`config.mk`:
```
export PLATFORM = sky130hd
export DESIGN_NAME = wdi_kick_gen
export DESIGN_NICKNAME = d
export VERILOG_FILES = /design/src/rtl/wdi_kick_pkg.sv /design/src/rtl/wdi_kick_tick.sv /design/src/rtl/wdi_kick_gen.sv
export SDC_FILE = /design/constraint.sdc
export NUM_CORES = 1
export LEC_CHECK = 0
export CAP_MARGIN = 10
export CORE_MARGIN = 4
export CORE_UTILIZATION = 23
export CTS_CLUSTER_SIZE = 40
export DETAILED_ROUTE_END_ITERATION = 7
export PLACE_DENSITY_LB_ADDON = 0.05
export SLEW_MARGIN = 20
export SYNTH_ARGS = -nofsm -noshare
export SYNTH_HDL_FRONTEND = slang
export SYNTH_SLANG_ARGS = --single-unit
```
`constraint.sdc`:
```
create_clock -name clk -period 4.55 [get_ports clk]
set_input_delay 0.6825 -clock clk [delete_from_list [all_inputs] [get_ports clk]]
set_output_delay 0.6825 -clock clk [all_outputs]
set_load 0.1 [all_outputs]
```
`src/rtl/wdi_kick_pkg.sv`:
```
// Shared types for the watchdog-kick generator.
// State codes, counter width and terminal-count helper.
package wdi_kick_pkg;

    localparam int CNT_W = 16;

    localparam logic [1:0] ST_OFF_C    = 2'd0;
    localparam logic [1:0] ST_WAIT_C   = 2'd1;
    localparam logic [1:0] ST_RUN_C    = 2'd2;
    localparam logic [1:0] ST_STARVE_C = 2'd3;

    typedef enum logic [1:0] {
        S_OFF    = ST_OFF_C,
        S_WAIT   = ST_WAIT_C,
        S_RUN    = ST_RUN_C,
        S_STARVE = ST_STARVE_C
    } wdi_state_e;

    typedef logic [CNT_W-1:0] cnt_t;

    // Counters compare against value-1 so they fire on the Nth event.
    function automatic cnt_t term(input int unsigned v);
        return cnt_t'(v - 1);
    endfunction

endpackage

```
`src/rtl/wdi_kick_tick.sv`:
```
// Millisecond prescaler for the watchdog-kick generator.
// Counts 0..PRESC-1, tick high on the last count; clr restarts phase.
module wdi_kick_tick
    import wdi_kick_pkg::*;
#(
    parameter int unsigned PRESC = 1000
) (
    input  logic clk,
    input  logic rst_n,
    input  logic clr,
    output logic tick
);

    if (PRESC < 1 || PRESC > 65536) begin : g_bad_presc
        $error("wdi_kick_tick: PRESC out of range");
    end

    cnt_t cnt;

    assign tick = (cnt == term(PRESC));

    always_ff @(posedge clk) begin
        if (!rst_n || clr) begin
            cnt <= '0;
        end else if (tick) begin
            cnt <= '0;
        end else begin
            cnt <= cnt + cnt_t'(1);
        end
    end

endmodule

```
`src/rtl/wdi_kick_gen.sv`:
```
// Watchdog-kick generator: square wave on wdi while software is alive.
// Define WDI_KICK_HB_CHECK_EN to starve the watchdog on heartbeat loss.
module wdi_kick_gen
    import wdi_kick_pkg::*;
#(
    parameter int unsigned PRESC         = 1000,
    parameter int unsigned START_MS      = 100,
    parameter int unsigned HALF_MS       = 1000,
    parameter int unsigned HB_TIMEOUT_MS = 3000
) (
    input  logic       clk,
    input  logic       rst_n,
    input  logic       en,
    input  logic       hb,
    input  logic       force_starve,
    output logic       wdi_o,
    output logic       wdi_oe,
    output logic       kick,
    output logic       starve,
    output logic [1:0] state
);

    if (PRESC < 1 || START_MS < 1 || HALF_MS < 1 || HB_TIMEOUT_MS < 1)
    begin : g_bad_zero
        $error("wdi_kick_gen: parameters must be >= 1");
    end

    if (START_MS > 65536 || HALF_MS > 65536 || HB_TIMEOUT_MS > 65536)
    begin : g_bad_wide
        $error("wdi_kick_gen: terminal count exceeds counter width");
    end

    if (HB_TIMEOUT_MS <= HALF_MS) begin : g_bad_hb
        $error("wdi_kick_gen: HB_TIMEOUT_MS must exceed HALF_MS");
    end

    wdi_state_e st;
    cnt_t       ms_cnt;
    logic       tick;
    logic       tick_clr;
    logic       wait_done;
    logic       half_done;
    logic       starve_hit;

    assign state = st;

    assign wait_done = tick && (ms_cnt == term(START_MS));
    assign half_done = tick && (ms_cnt == term(HALF_MS));

    // Restart the ms phase on the edge that enters WAIT or RUN.
    assign tick_clr = en && ((st == S_OFF) ||
                             (st == S_WAIT && wait_done));

    wdi_kick_tick #(
        .PRESC (PRESC)
    ) u_tick (
        .clk   (clk),
        .rst_n (rst_n),
        .clr   (tick_clr),
        .tick  (tick)
    );

`ifdef WDI_KICK_HB_CHECK_EN
    cnt_t hb_cnt;
    logic hb_expire;

    // A heartbeat on the expiry tick still counts as alive.
    assign hb_expire  = tick && !hb &&
                        (hb_cnt == term(HB_TIMEOUT_MS));
    assign starve_hit = force_starve || hb_expire;

    always_ff @(posedge clk) begin
        if (!rst_n || !en || st != S_RUN || hb) begin
            hb_cnt <= '0;
        end else if (tick) begin
            hb_cnt <= hb_cnt + cnt_t'(1);
        end
    end
`else
    logic hb_unused;

    assign hb_unused  = hb;
    assign starve_hit = force_starve;
`endif

    always_ff @(posedge clk) begin
        if (!rst_n) begin
            st     <= S_OFF;
            wdi_o  <= 1'b0;
            wdi_oe <= 1'b0;
            kick   <= 1'b0;
            starve <= 1'b0;
            ms_cnt <= '0;
        end else begin
            kick <= 1'b0;
            if (!en) begin
                st     <= S_OFF;
                wdi_oe <= 1'b0;
                starve <= 1'b0;
                ms_cnt <= '0;
            end else begin
                unique case (st)
                    S_OFF: begin
                        st     <= S_WAIT;
                        ms_cnt <= '0;
                    end
                    S_WAIT: begin
                        if (wait_done) begin
                            st     <= S_RUN;
                            wdi_oe <= 1'b1;
                            wdi_o  <= 1'b0;
                            ms_cnt <= '0;
                        end else if (tick) begin
                            ms_cnt <= ms_cnt + cnt_t'(1);
                        end
                    end
                    S_RUN: begin
                        // Starving takes the edge even when a toggle is due.
                        if (starve_hit) begin
                            st     <= S_STARVE;
                            starve <= 1'b1;
                        end else if (half_done) begin
                            wdi_o  <= ~wdi_o;
                            kick   <= 1'b1;
                            ms_cnt <= '0;
                        end else if (tick) begin
                            ms_cnt <= ms_cnt + cnt_t'(1);
                        end
                    end
                    S_STARVE: begin
                        wdi_oe <= 1'b1;
                        starve <= 1'b1;
                    end
                endcase
            end
        end
    end

endmodule

```
==> run metrics, run 1 <==
result of the run complete, no violations; Max Cap Viol 0; most frequent cells in the layout 38 x dfxtp_1, 24 x nor2_1, 17 x nand2_1; diode count 0; unrepaired setup endpoints after global routing no; Site Rows 33; setup bufs post-CTS 0; Slowest cell on crit path o41ai_1; PnR worst setup slack 1.41 ns; top cell type's share of synthesized area between 30% and 40%; first-pass GRT wire length 8360 um; setup TNS 0 ns; Area Overhead vs Synth 17.7%; final setup fails 0; all-layer global routing usage 10.7%; PostCTS Resize Cnt 0; root buf cell clkbuf_8; Max IR drop VDD 154 uV; Synth Area in XOR/XNOR 7.26%; count of input and output buffers 9; Lkg Pwr 0.000732 uW; most common cell after layout, fill and taps aside dfxtp_1; Top-Level Pins 11; Final Hold Viols 0; CP startpoint kind register; fraction of final layout cells sized beyond drive strength 1 5.35%; die width between 90 and 100 um; antenna violations before repair 0; grt total ovfl 0; Critical Path End Type register; Worst Skew 0.0106 ns; worst path cell trace ha_1, and4_1, nand4_1, o41ai_1, a21oi_1, o21bai_2, nor2_1; vias in the first global route 1623; crit-path max FO 12; # DRC 0; Critical Path Max Stage Delay 0.90 ns; Critical Setup Path Class register to register; CTS Buf Count 5; mux cell area share after synthesis 0%; Post-layout nets 255; DRT antenna net count 0; DR vias/cell about 4.8; flops & latches, synth 38; number of levels in the clock H-tree 2; height of the die 99.6 um; sequential fraction of the synthesis area 39.4%; post-synthesis simple-gate area fraction 28.7%; GPL Wtd Cong 0.712; clk sinks 38; Final HPWL DP roughly 3500 um; slew of the pin with the lowest slew margin 1.01 ns; Post-Synth Adder-Cell Area 5.18%; Initial Util 23.6%; Cell variety after synth 36; Clock transition at path regs 0.08 ns; Synthesized Nets 245; clock latency at the later pin of the worst-skew pair 0.30 ns; Final Max Tran Viols 0; router iterations before antenna repair 4; relative slew slack between 30 and 40%; synth warn 0; final WL 4890 um; Clock Path Buffers 2; Syn Inst Count 232; cell taking the most area after synthesis dfxtp_1; Arr. time, crit path 3.31 ns; drt initial violations 89; fmax 0.319 GHz; # hold bufs at CTS 0; DIE AREA slightly below 0.01 mm^2; min-delay worst type register to register; critical path data required time ~4.7 ns; final period utilization 68.9%; total number of vias about 1700; Placeable Area 0.00818 mm^2; largest family of logic cells by synthesized area simple AND/OR/NAND/NOR gates; CTS tree yes; largest net degree at the start of global routing 17; Tmin final 3.14 ns; WL/cell 14.0 um; Netlist Area Pre-Place 0.00193 mm^2; post-synthesis compound-gate area fraction roughly 16%; Pwr Total 746 uW; Post-Syn Area per Cell 8.32 um^2; pre-CTS WS roughly 1.5 ns; main area contributors after synthesis dfxtp_1 39%, ha_1 5.2%, xor2_1 5.0%; Power per Cell Area around 330 mW/mm^2
-- layer usage --
| metal | track usage, % | vias to the layer above | wire length (um) |
|---|---|---|---|
| met5 | 0 | - | 0 |
| met4 | 3.47 | 0 | 48 |
| met3 | 2.59 | 4 | 221 |
| met2 | 15.5 | 27 | 2100 |
| met1 | 15.4 | 764 | 2510 |
| li1 | - | 864 | - |
-- kinds of logic after synthesis --
group,Yosys count
flops,38
buf+inv,18
simple gates,104
fa+ha+maj,8
xor+xnor,16
compound gates,48
-- cells in the mapped netlist (all sizes together) --
cell	n
nor3	3
or2	1
nand2b	2
a2111o	1
and4	3
nand4	10
and3	5
ha	8
nor4	6
o21bai	1
nor2	24
nand3	15
a311oi	1
inv	12
or4b	1
clkbuf	6
a21oi	16
nand2	17
nand4b	1
and4b	1
or3	8
a211oi	2
o2111ai	1
xor2	11
or4	4
o311ai	1
and2	2
o21ai	14
o41ai	2
dfxtp	38
xnor2	5
a31oi	8
a21boi	1
nor4b	1
-- critical path, delay by kind of cell, from the launching register on --
family / cells / cell delay [ns]
compound gates: 3 / 1.65
fa+ha+maj: 1 / 0.23
flops: 1 / 0.35
simple gates: 3 / 0.78
-- metrics by stage --
| stage | utilization (%) | cells | hold WS [ns] | instance area (um^2) |
|---|---|---|---|---|
| after global placement | 26.0 | 340 | 0.430 | 2130 |
| after detailed placement | 26.0 | 340 | 0.437 | 2130 |
| final | 27.8 | 348 | 0.446 | 2270 |
| after global routing | 27.8 | 348 | 0.484 | 2270 |
| after floorplan | - | 232 | 0.413 | 1930 |
| after CTS | 27.8 | 348 | 0.451 | 2270 |
-- cell type report --
| type | instances | area [um^2] |
|---|---|---|
| fill | 901 | 5900 |
| sequential | 38 | 761 |
| multi-input combinational | 176 | 1100 |
| timing repair buffer | 9 | 90.1 |
| tap | 105 | 131 |
| clock buffer | 6 | 82.6 |
| inverter | 12 | 45.0 |
| clock inverter | 2 | 60.1 |
-- power by group --
group / internal (uW) / total (uW) / leakage [uW] / switching [uW]
sequential: 335 / 338 / 0.000307 / 2.67
combinational: 13.6 / 47.3 / 0.000354 / 33.7
clock: 234 / 360 / 0.0000714 / 126
-- flip-flops by register name, summed over array words and instances, names as in the netlist --
name,cells
ms_cnt,16
u_tick.cnt,16
state,2
kick,1
starve,1
wdi_o,1
wdi_oe,1
-- path summary, 6_finish.rpt --
kind	slack [ns]	cells past startpoint	endpoint	from
setup / recovery	1.41	7	ms_cnt[4]	u_tick.cnt[0]
hold / removal	0.45	1	u_tick.cnt[0]	u_tick.cnt[0]
setup reg to reg	1.41	7	ms_cnt[4]	u_tick.cnt[0]
hold reg to reg	0.45	1	u_tick.cnt[0]	u_tick.cnt[0]
Power figures use the tool's default switching activity.
==> run 2, diff against run 1 <==
- clock period: 4.55 -> 2.6 ns (I/O delays scaled with it)
==> run 2 against run 1 <==
  * Critical endpoint is now wdi_o
  * Global-route usage up 0.53 points
  * First-iteration DRC count down 28%
  * Flip-flop and latch count unchanged
==> run metrics, run 2 (synthesis results as in run 1) <==
WL met1 2790 um (+11%); Worst setup endpoint wdi_o; most frequent cells in the layout 37 x dfxtp_1, 33 x buf_4, 24 x nor2_1; Final Max Tran Viols 0 (unchanged); # DRC 0 (unchanged); vias in the first global route 1690 (+4.1%); Post-layout nets 282 (+11%); first-pass GRT wire length 8750 um (+4.7%); DIE AREA 0.00992 mm^2 (unchanged); Worst R2R Setup Slack 0.16 ns (-1.25 ns); Placeable Area 0.00818 mm^2 (unchanged); DRT antenna net count 0 (unchanged); Pwr Total 1310 uW (+76%); final period utilization 93.7% (+25 points); Critical Setup Path Class register to register; Critical Path Source ms_cnt[11]; total length of routed met3 wires 170 um (-23%); CTS Buf Count 5 (unchanged); Met2 Wirelength 2180 um (+3.9%); largest net degree at the start of global routing 17 (unchanged); DR vias/cell 4.67 (-2.1%); min-delay worst type register to register; # hold bufs at CTS 0 (unchanged); total number of vias 1751 (+5.5%); final setup fails 0 (unchanged); Area Overhead vs Synth 27.9%; Worst Skew 0.00530 ns (-0.00535 ns); all-layer global routing usage 11.2% (+0.53 points); slew of the pin with the lowest slew margin 0.444 ns (-0.566 ns); height of the die 99.6 um (unchanged); root buf cell clkbuf_8; Arr. time, crit path 2.66 ns (-0.65 ns); Top-Level Pins 11 (unchanged); GPL Wtd Cong 0.727 (+2.1%); critical path data required time 2.83 ns (-1.90 ns); router iterations before antenna repair 4 (unchanged); relative slew slack 70.4% (+38 points); Lkg Pwr 0.000884 uW (+21%); clock latency at the later pin of the worst-skew pair 0.29 ns (about the same); drt initial violations 64 (-28%); DR top layer met4; fmax 0.410 GHz (+29%); fraction of final layout cells sized beyond drive strength 1 17.8% (+12 points); count of input and output buffers 9 (unchanged); die width 99.6 um (unchanged); reg2reg start ms_cnt[11]; antenna violations before repair 0 (unchanged); Power per Cell Area 531 mW/mm^2 (+62%); Fillers 911 (+1.1%); Initial Util 23.6% (unchanged); WL/cell 13.9 um (-1.2%); CTS tree yes; hold path depth 1 (unchanged); CP startpoint kind register; number of levels in the clock H-tree 2 (unchanged); Register-to-Register Path Depth 5 (-2); crit-path max FO 4 (-8); Clock transition at path regs 0.08 ns (about the same); Final HPWL DP 3930 um (+11%); Max IR drop VDD 164 uV (+6.1%); most common cell after layout, fill and taps aside dfxtp_1; setup TNS 0 ns (unchanged); result of the run complete, no violations; Tmin final 2.44 ns (-0.699 ns); reg2reg end wdi_o; clk sinks 38 (unchanged); diode count 0 (unchanged); grt total ovfl 0 (unchanged); unrepaired setup endpoints after global routing no; Clock Path Buffers 2 (unchanged); Critical Path End Type register; Max Cap Viol 0 (unchanged); Final Hold Viols 0 (unchanged); final WL 5200 um (+6.4%); Site Rows 33 (unchanged)
run 2: cell types whose count changed in the layout (fill, tap and decap cells not counted):
cell	change
buf_4	+33
dfxtp_2	+1
dfxtp_1	-1
o41ai_1	-1
o41ai_2	+1
clkdlybuf4s50_1	-6
run 2: worst min-delay path by stage:
stage / start / end / slack [ns]
global route: wdi_oe / wdi_oe / 0.47
detailed placement: wdi_oe / wdi_oe / 0.44
global placement: u_tick.cnt[0] / u_tick.cnt[0] / 0.43
CTS: wdi_oe / wdi_oe / 0.46
finish: u_tick.cnt[0] / u_tick.cnt[0] / 0.45
floorplan: u_tick.cnt[0] / u_tick.cnt[0] / 0.41
run 2: metrics by stage:
| step | util (%) | area, um^2 | hold WS (ns) | std cells | setup slack, ns |
|---|---|---|---|---|---|
| 2_1_floorplan | - | 1930 | 0.413 | 232 | 0.0805 |
| 3_3_place_gp | 28.4 | 2320 | 0.435 | 367 | 0.159 |
| 3_5_place_dp | 28.4 | 2320 | 0.445 | 367 | 0.174 |
| 4_1_cts | 30.1 | 2460 | 0.457 | 375 | 0.164 |
| 5_1_grt | 30.2 | 2470 | 0.468 | 375 | 0.00952 |
| 6_report | 30.2 | 2470 | 0.454 | 375 | 0.163 |
run 2: area by class of cell:
class	instances	area, um^2	area share (%)
Clock inverter	2	60.1	2.43
Tap cell	105	131	5.32
Timing Repair Buffer	36	278	11.3
Sequential cell	38	762	30.9
Inverter	12	45.0	1.82
Multi-Input combinational cell	176	1110	45.0
Clock buffer	6	82.6	3.35
run 2: repair_timing:
item | in CTS | in global routing
resized for setup | 0 | 1
buffers inserted | 0 | 0
endpoints found under the setup margin | 0 | 13
run 2: critical path: stages (launching register included):
cell and delay, ns:
dfxtp_1 0.33, or3_1 0.36, or4_4 0.54, or4_1 0.52, or4_1 0.48, a21boi_1 0.14
run 2: power by group:
part	switching, uW	internal, uW	leakage, uW	total (uW)
registers	4.87	587	0.000307	592
clock network	217	409	0.0000714	627
logic	60.5	31.8	0.000505	92.3
total	283	1030	0.000884	1310
run 2: metal layers:
layer	vias to the layer above	GRT usage, %
met4	0	3.15
met3	5	2.38
met2	15	16.1
li1	918	-
met5	-	0
met1	813	16.7
